$ cat src/rtl/uart_tx_queue_if.sv
// Producer/consumer signal bundle for uart_tx_queue. The overflow signal exists
// only when UART_TXQ_OVF_EN is defined.
interface uart_tx_queue_if #(
    parameter int unsigned DEPTH = 16
) ();
    localparam int unsigned CW = $clog2(DEPTH) + 1;

    logic          wr_en;
    logic [7:0]    wr_data;
    logic          full;
    logic          empty;
    logic [CW-1:0] count;
    logic          start;
    logic [7:0]    tx_data;
    logic          busy;
`ifdef UART_TXQ_OVF_EN
    logic          overflow;

    modport master (
        output wr_en, wr_data, busy,
        input  full, empty, count, start, tx_data, overflow
    );
    modport slave (
        input  wr_en, wr_data, busy,
        output full, empty, count, start, tx_data, overflow
    );
`else
    modport master (
        output wr_en, wr_data, busy,
        input  full, empty, count, start, tx_data
    );
    modport slave (
        input  wr_en, wr_data, busy,
        output full, empty, count, start, tx_data
    );
`endif
endinterface

$ cat src/rtl/uart_tx_queue.sv
// Byte queue feeding a uart_tx: circular buffer plus a launch/ack/done controller.
// Define UART_TXQ_OVF_EN to add the sticky overflow flag for dropped pushes.
module uart_tx_queue #(
    parameter int unsigned DEPTH       = 16,
    parameter int unsigned ACK_TIMEOUT = 8
) (
    input  logic           clk,
    input  logic           rst_n,
    uart_tx_queue_if.slave bus
);
    localparam int unsigned AW = $clog2(DEPTH);
    localparam int unsigned CW = AW + 1;
    localparam int unsigned TW = $clog2(ACK_TIMEOUT + 1);

    typedef enum logic [1:0] {StIdle, StWaitAck, StWaitDone} state_e;

    logic [7:0]    mem_q [DEPTH];
    logic [AW-1:0] wr_ptr_q;
    logic [AW-1:0] rd_ptr_q;
    logic [CW-1:0] count_q;
    logic [TW-1:0] ack_cnt_q;
    state_e        state_q;
    logic          start_q;
    logic [7:0]    tx_data_q;

    logic full;
    logic push;
    logic pop;

    // A push against a full queue is dropped even when a pop frees a slot this edge.
    assign full = (count_q == CW'(DEPTH));
    assign push = bus.wr_en & ~full;
    assign pop  = (state_q == StIdle) && (count_q != '0);

    always_ff @(posedge clk) begin
        if (push) begin
            mem_q[wr_ptr_q] <= bus.wr_data;
        end
    end

    always_ff @(posedge clk or negedge rst_n) begin
        if (!rst_n) begin
            wr_ptr_q  <= '0;
            rd_ptr_q  <= '0;
            count_q   <= '0;
            ack_cnt_q <= '0;
            state_q   <= StIdle;
            start_q   <= 1'b0;
            tx_data_q <= 8'h00;
        end else begin
            start_q <= 1'b0;
            if (push) begin
                wr_ptr_q <= wr_ptr_q + AW'(1);
            end
            if (pop) begin
                rd_ptr_q <= rd_ptr_q + AW'(1);
            end
            if (push && !pop) begin
                count_q <= count_q + CW'(1);
            end else if (pop && !push) begin
                count_q <= count_q - CW'(1);
            end

            unique case (state_q)
                StIdle: begin
                    if (pop) begin
                        tx_data_q <= mem_q[rd_ptr_q];
                        start_q   <= 1'b1;
                        ack_cnt_q <= '0;
                        state_q   <= StWaitAck;
                    end
                end
                StWaitAck: begin
                    // Downstream that never acknowledges still counts the byte as sent.
                    if (bus.busy) begin
                        ack_cnt_q <= '0;
                        state_q   <= StWaitDone;
                    end else if (ack_cnt_q == TW'(ACK_TIMEOUT - 1)) begin
                        ack_cnt_q <= '0;
                        state_q   <= StIdle;
                    end else begin
                        ack_cnt_q <= ack_cnt_q + TW'(1);
                    end
                end
                StWaitDone: begin
                    if (!bus.busy) begin
                        state_q <= StIdle;
                    end
                end
                default: state_q <= StIdle;
            endcase
        end
    end

`ifdef UART_TXQ_OVF_EN
    logic overflow_q;

    always_ff @(posedge clk or negedge rst_n) begin
        if (!rst_n) begin
            overflow_q <= 1'b0;
        end else if (bus.wr_en && full) begin
            overflow_q <= 1'b1;
        end
    end

    assign bus.overflow = overflow_q;
`endif

    assign bus.full    = full;
    assign bus.empty   = (count_q == '0);
    assign bus.count   = count_q;
    assign bus.start   = start_q;
    assign bus.tx_data = tx_data_q;
endmodule

$ cat src/flat_wrapper.sv
// flat-port wrapper written by rule: the top's interface ports become plain ports
module uart_tx_queue_flat 
#(
    parameter int unsigned DEPTH       = 16,
    parameter int unsigned ACK_TIMEOUT = 8
)
  (clk, rst_n, bus_wr_en, bus_wr_data, bus_busy, bus_full, bus_empty, bus_count, bus_start, bus_tx_data);
  uart_tx_queue_if #(.DEPTH(DEPTH)) bus_i ();
  input  logic clk;
  input  logic rst_n;
  input wire logic [$bits(bus_i.wr_en)-1:0] bus_wr_en;
  input wire logic [$bits(bus_i.wr_data)-1:0] bus_wr_data;
  input wire logic [$bits(bus_i.busy)-1:0] bus_busy;
  output wire logic [$bits(bus_i.full)-1:0] bus_full;
  output wire logic [$bits(bus_i.empty)-1:0] bus_empty;
  output wire logic [$bits(bus_i.count)-1:0] bus_count;
  output wire logic [$bits(bus_i.start)-1:0] bus_start;
  output wire logic [$bits(bus_i.tx_data)-1:0] bus_tx_data;
  assign bus_i.wr_en = bus_wr_en;
  assign bus_i.wr_data = bus_wr_data;
  assign bus_i.busy = bus_busy;
  assign bus_full = bus_i.full;
  assign bus_empty = bus_i.empty;
  assign bus_count = bus_i.count;
  assign bus_start = bus_i.start;
  assign bus_tx_data = bus_i.tx_data;
  uart_tx_queue #(.DEPTH(DEPTH), .ACK_TIMEOUT(ACK_TIMEOUT)) u_core (.clk(clk), .rst_n(rst_n), .bus(bus_i));
endmodule
$ cat config.mk
export PLATFORM = sky130hd
export DESIGN_NAME = uart_tx_queue_flat
export DESIGN_NICKNAME = d
export VERILOG_FILES = /design/src/rtl/uart_tx_queue_if.sv /design/src/rtl/uart_tx_queue.sv /design/src/flat_wrapper.sv
export SDC_FILE = /design/constraint.sdc
export NUM_CORES = 1
export LEC_CHECK = 0
export BUFFER_PORTS_ARGS = -buffer_cell sky130_fd_sc_hd__buf_2
export CAP_MARGIN = 25
export CORE_AREA = 3 3 115 95
export CTS_CLUSTER_DIAMETER = 40
export DETAILED_ROUTE_END_ITERATION = 12
export DIE_AREA = 0 0 118 98
export HOLD_SLACK_MARGIN = 0.02
export PLACE_DENSITY_LB_ADDON = 0.3
export SLEW_MARGIN = 20
export SYNTH_ARGS = -nofsm -noshare
export SYNTH_HDL_FRONTEND = slang
export SYNTH_SLANG_ARGS = --single-unit
$ cat constraint.sdc
create_clock -name clk -period 4.5 [get_ports clk]
set_input_delay 0.225 -clock clk [delete_from_list [all_inputs] [get_ports clk]]
set_output_delay 0.225 -clock clk [all_outputs]
set_load 0.01 [all_outputs]
# Word level (Yosys, flattened, before mapping)
# Memory sizes are Yosys's and may differ from the RTL's. A register that Yosys moved wholly into a read port is not among the register bits.
# Cells that the tools add are included.
totals:
  wordCells: 50
  regBits: 20
  n_memories: 1
  ram_bits: 128
classes:
  n_mux: 15
  eq_ne: 7
  reduce_logical: 14
  n_addsub: 5
  n_bitwise: 2
mem_list:
  columns: ["memory", "words", "word_bits", "read_ports", "rd_ports_with_merged_regs", "write_ports", "line_no", "text"]
  rows:
  - ["u_core.mem_q", 16, 8, 1, 1, 1, "uart_tx_queue.sv:17", "logic [7:0] mem_q [DEPTH];"]
op_table:
  columns: ["cell", "count"]
  rows:
  - ["adder 4 x 1 -> 4 bit, second input constant", 3]
  - ["2-to-1 mux 4 bit", 3]
  - ["2-to-1 mux 5 bit", 2]
  - ["2-to-1 mux 2 bit", 4]
  - ["case mux 4 bit (2 select lines)", 1]
  - ["case mux 2 bit (3 select lines)", 1]
  - ["adder 5 x 1 -> 5 bit, second input constant", 1]
  - ["== test 5 bit, second input constant", 1]
  - ["logical NOT 5 bit", 1]
  - ["nonzero test 5 bit", 1]
  - ["subtractor 5 x 1 -> 5 bit, second input constant", 1]
  - ["== test 4 x 3 -> 1 bit, second input constant", 1]
  - ["2-to-1 mux 1 bit", 4]
  - ["AND reduction 2 bit", 2]
  - ["nonzero test 2 bit", 2]
  - ["logical AND 1 bit", 3]
  - ["logical NOT 1 bit", 3]
  - ["!= test 3 x 2 -> 1 bit, second input constant", 1]
  - ["AND reduction 3 bit", 1]
  - ["== test 2 x 1 -> 1 bit, second input constant", 1]
  - ["== test 2 bit, second input constant", 1]
  - ["logical NOT 2 bit", 1]
  - ["!= test 2 x 1 -> 1 bit, second input constant", 1]
  - ["!= test 2 bit, second input constant", 1]
  - ["2 further kinds", 2]

# Depth between registers and ports, before layout
depth:
  word_depth: 7
  ltp_mapped: 10
  mapped_depth_nobuf: 9

# Worst setup path after synthesis
# No wires, ideal clock.
synth_timing:
  kind: "register to register"
  start: "register u_core.count_q[0] (netlist: u_core.bus.count[0])"
  end: "register u_core.count_q[4] (netlist: u_core.bus.count[4])"
  stages_incl_launch_ff: 11
  n_path_buf: 1
  arrival_ps: 2812
  path_slack_ps: 1608
  period_less_slack_ps: 2892
  setup_ps: 80
  path_cell_list: "dfrtp_1 or4_1 o21ai_1 buf_2 ha_1 inv_1 fa_1 a21o_1 a21oi_1 mux2i_1 xnor2_1"
synth_via:
  elab_chain_len: 6
synth_lines:
  columns: ["element", "line_no", "text"]
  rows:
  - ["from (decl)", "uart_tx_queue.sv:20", "logic [CW-1:0] count_q;"]
  - ["from (signal assigned)", "uart_tx_queue.sv:59", "count_q <= count_q + CW'(1);"]
  - ["from (signal assigned)", "uart_tx_queue.sv:61", "count_q <= count_q - CW'(1);"]
  - ["branches (longest 6 deep; another with subtractor 5 x 1 -> 5 bit)", null, null]
# Several ways; the timed one is not identified. The select of a mux whose other input is x is not followed.
# A chain may end at the register's enable or synchronous reset.

# Worst setup path in the final report
# Same ends and word-level chain as after synthesis.

==> results.txt <==
status -> completed
hold path depth -> 2
# port buffers -> 27
synthesized-area fraction occupied by adder cells -> 2.292%
worst hold start -> bus_busy
total negative slack -> 0 ps
postcts setup bufs -> 0
Crit Path Class -> flop to flop
Boundary Pins -> 28
Worst slew margin -> 41.26%
Detailed Route WL -> 12,150 microns
clk_lat worst skew -> 420 ps
Area Growth Syn to Fin -> 13.75%
Tcrit/Tclk final -> 70.47%
simple-gate area share of the yosys netlist -> 4.170%
WHS Endpoint -> u_core.state_q[1]
share of the yosys chip area belonging to registers -> 71.78%
DRC Markers -> 0
Synth Area in XOR/XNOR -> 1.522%
# rows -> 32
htree depth -> 4
cells after synthesis -> 341
pwr/cell area -> 678.9 nW/um^2
CORE AREA -> 9729 sq um
Initial Utilization -> 65.07%
Yosys top cell area share -> 60.71%
commonest non-fill, non-tap cell in the layout -> edfxtp_1
chip width -> 118 microns
initial drt markers -> 337
Final Power -> 0.004889 W
Remaining Overflow, GRT -> 0
leakage -> 2.604 nW
crit path DAT -> 3520 ps
R2R setup slack -> 1330 ps
Total Routing Usage GR -> 22.93%
WP data required -> 4850 ps
DRT antenna net count -> 0
CTS Root Cell -> clkbuf_16
most frequent cells in the layout -> 128 x edfxtp_1, 27 x buf_2, 27 x dfrtp_1
nets -> 402
DP Wirelength -> 7529 microns
Antenna Cells -> 0
fmax -> 315.3 MHz
reg-to-reg startpoint -> u_core.bus.count[0]
CP endpoint kind -> flop
MaxCap Viol Count -> 0
cell taking the most area after synthesis -> edfxtp_1
RSZ-0062 raised after global routing -> no
Syn Nets -> 364
main combinational cell family by area after synthesis -> multiplexers
count of final setup violators -> 0
layout cell share with drive strength beyond 1 -> 24.49%
initial antenna violation count -> 0
critical path peak fanout -> 21
drt first pass iters -> 4
clock skew -> 8.966 ps
vias post-DR -> 3,239
Final Hold Vio Count -> 0
Die ar. -> 11,560 sq um
Pins Over Slew Limit -> 0
GPL Wtd Cong -> 0.7828
clock buffer depth -> 2
CTS buffer count -> 17
Worst-path clk slew -> 60 ps
final worst path period need -> 3171 ps
post-synthesis compound-gate area fraction -> 4.447%
worst reg2reg path depth -> 10
startpoint types -> flop
DR WL/cell -> 23.01 microns
actual slew at the worst max-slew pin -> 881.1 ps
RR Endpoint -> u_core.bus.count[4]
Synth area leaders -> edfxtp_1 61%, dfrtp_1 11%, mux4_2 8.5%
# fillers -> 576
largest net degree at the start of global routing -> 29
# resized after CTS -> 0
Die Y -> 98 microns
Ys Warns -> 0
vias per inst -> 6.134
vias in the first global route -> 3,310
Avg Inst Size Synth -> 18.57 sq um
first-pass GRT wire length -> 19,320 microns
Synth Register Bits -> 156
Hold Crit Class -> input port to flop
Max IR drop VDD -> 0.4099 mV
Distinct cells, synth -> 39
CTS tree -> yes
Post-CTS Hold Buffers -> 1
mux contribution to synthesized area -> 13.64%
clock sink total -> 156
Cell Area, Synth -> 6331 sq um
routing by layer:
metal,track usage [%],share of wire (%)
met1,32.09,44
met2,35.47,48
met3,6.485,7.0
met4,7.928,1.2
met5,0,0
state kept, by name, indices dropped and copies added, names as in the netlist:
signal / cells
u_core.mem_q: 128
u_core.rd_ptr_q: 4
u_core.ack_cnt_q: 4
u_core.wr_ptr_q: 4
u_core.bus.count: 5
u_core.bus.start: 1
u_core.state_q: 2
u_core.bus.tx_data: 8
area by class of cell:
class	count	area [sq um]	area share [%]
inverter	6	22.52	0.3127
tap	136	170.2	2.363
timing repair buffer	37	212.7	2.953
clock buffer	17	425.4	5.907
multi-input combinational	161	1650	22.92
clock inverter	15	175.2	2.432
sequential	156	4546	63.12
critical path: stages, from the launching register on:
cell	delay, ps
dfrtp_1	450
or4_1	610
o21ai_1	160
buf_4	260
ha_1	220
inv_1	120
fa_1	430
a21o_1	200
a21oi_1	210
mux2i_1	280
xnor2_1	140
per-stage QoR:
stage          area [sq um]  utilization (%)  hold slack [ps]  std cells  worst slack, ps
2_1_floorplan          6331                -           -70.59        341             1608
3_3_place_gp           6591            67.75            277.3        495             1568
3_5_place_dp           6591            67.75            275.3        495             1471
4_1_cts                7202            74.02            50.23        528             1340
5_1_grt                7202            74.02            56.68        528             1139
6_report               7202            74.02            58.11        528             1329
synth_stat cells:
| cell type | count |
|---|---|
| edfxtp_1 | 128 |
| dfrtp_1 | 28 |
| mux4_2 | 24 |
| nor2_1 | 17 |
| nand2_1 | 16 |
| a21oi_1 | 11 |
| ha_1 | 10 |
| a22o_1 | 9 |
| mux2i_1 | 9 |
| xnor2_1 | 9 |
| a211o_1 | 8 |
| mux4_1 | 8 |
| nor2b_1 | 8 |
| buf_2 | 6 |
| buf_1 | 5 |
| inv_1 | 5 |
| nor3_1 | 4 |
| o21ai_0 | 4 |
| a21o_1 | 3 |
| and2_1 | 2 |
| buf_4 | 2 |
| buf_6 | 2 |
| clkbuf_1 | 2 |
| mux2_2 | 2 |
| nand2b_1 | 2 |
| nand4_1 | 2 |
| o21ai_1 | 2 |
| xor2_1 | 2 |
| a21boi_1 | 1 |
| a32o_1 | 1 |
| buf_12 | 1 |
| fa_1 | 1 |
| inv_2 | 1 |
| nand3_1 | 1 |
| nor3b_1 | 1 |
| nor4_1 | 1 |
| o31ai_1 | 1 |
| or2_2 | 1 |
| or4_1 | 1 |
power breakdown:
group | internal [W] | switching [W] | leakage, nW
combinational | 0.000684 | 0.000680 | 0.811
clock | 0.000837 | 0.000606 | 0.293
sequential | 0.00180 | 0.000278 | 1.50
total | 0.00333 | 0.00156 | 2.60
worst max path at each step:
stage	from	end	slack, ps	cells after the start
after CTS	u_core.bus.count[0]	u_core.bus.count[4]	1340	10
after global placement	u_core.bus.count[0]	u_core.bus.count[4]	1570	10
after floorplan	u_core.bus.count[0]	u_core.bus.count[4]	1610	10
after detailed placement	u_core.bus.count[0]	u_core.bus.count[4]	1470	10
final	u_core.bus.count[0]	u_core.bus.count[4]	1330	10
after global routing	u_core.bus.count[0]	u_core.bus.count[4]	1140	10
kinds of logic after synthesis:
group           after synthesis
fa+ha+maj                    11
flops                       156
simple gates                 56
mux                          43
xor+xnor                     11
compound gates               40
buf+inv                      24
Note: power is estimated with default switching activity, not from simulation.
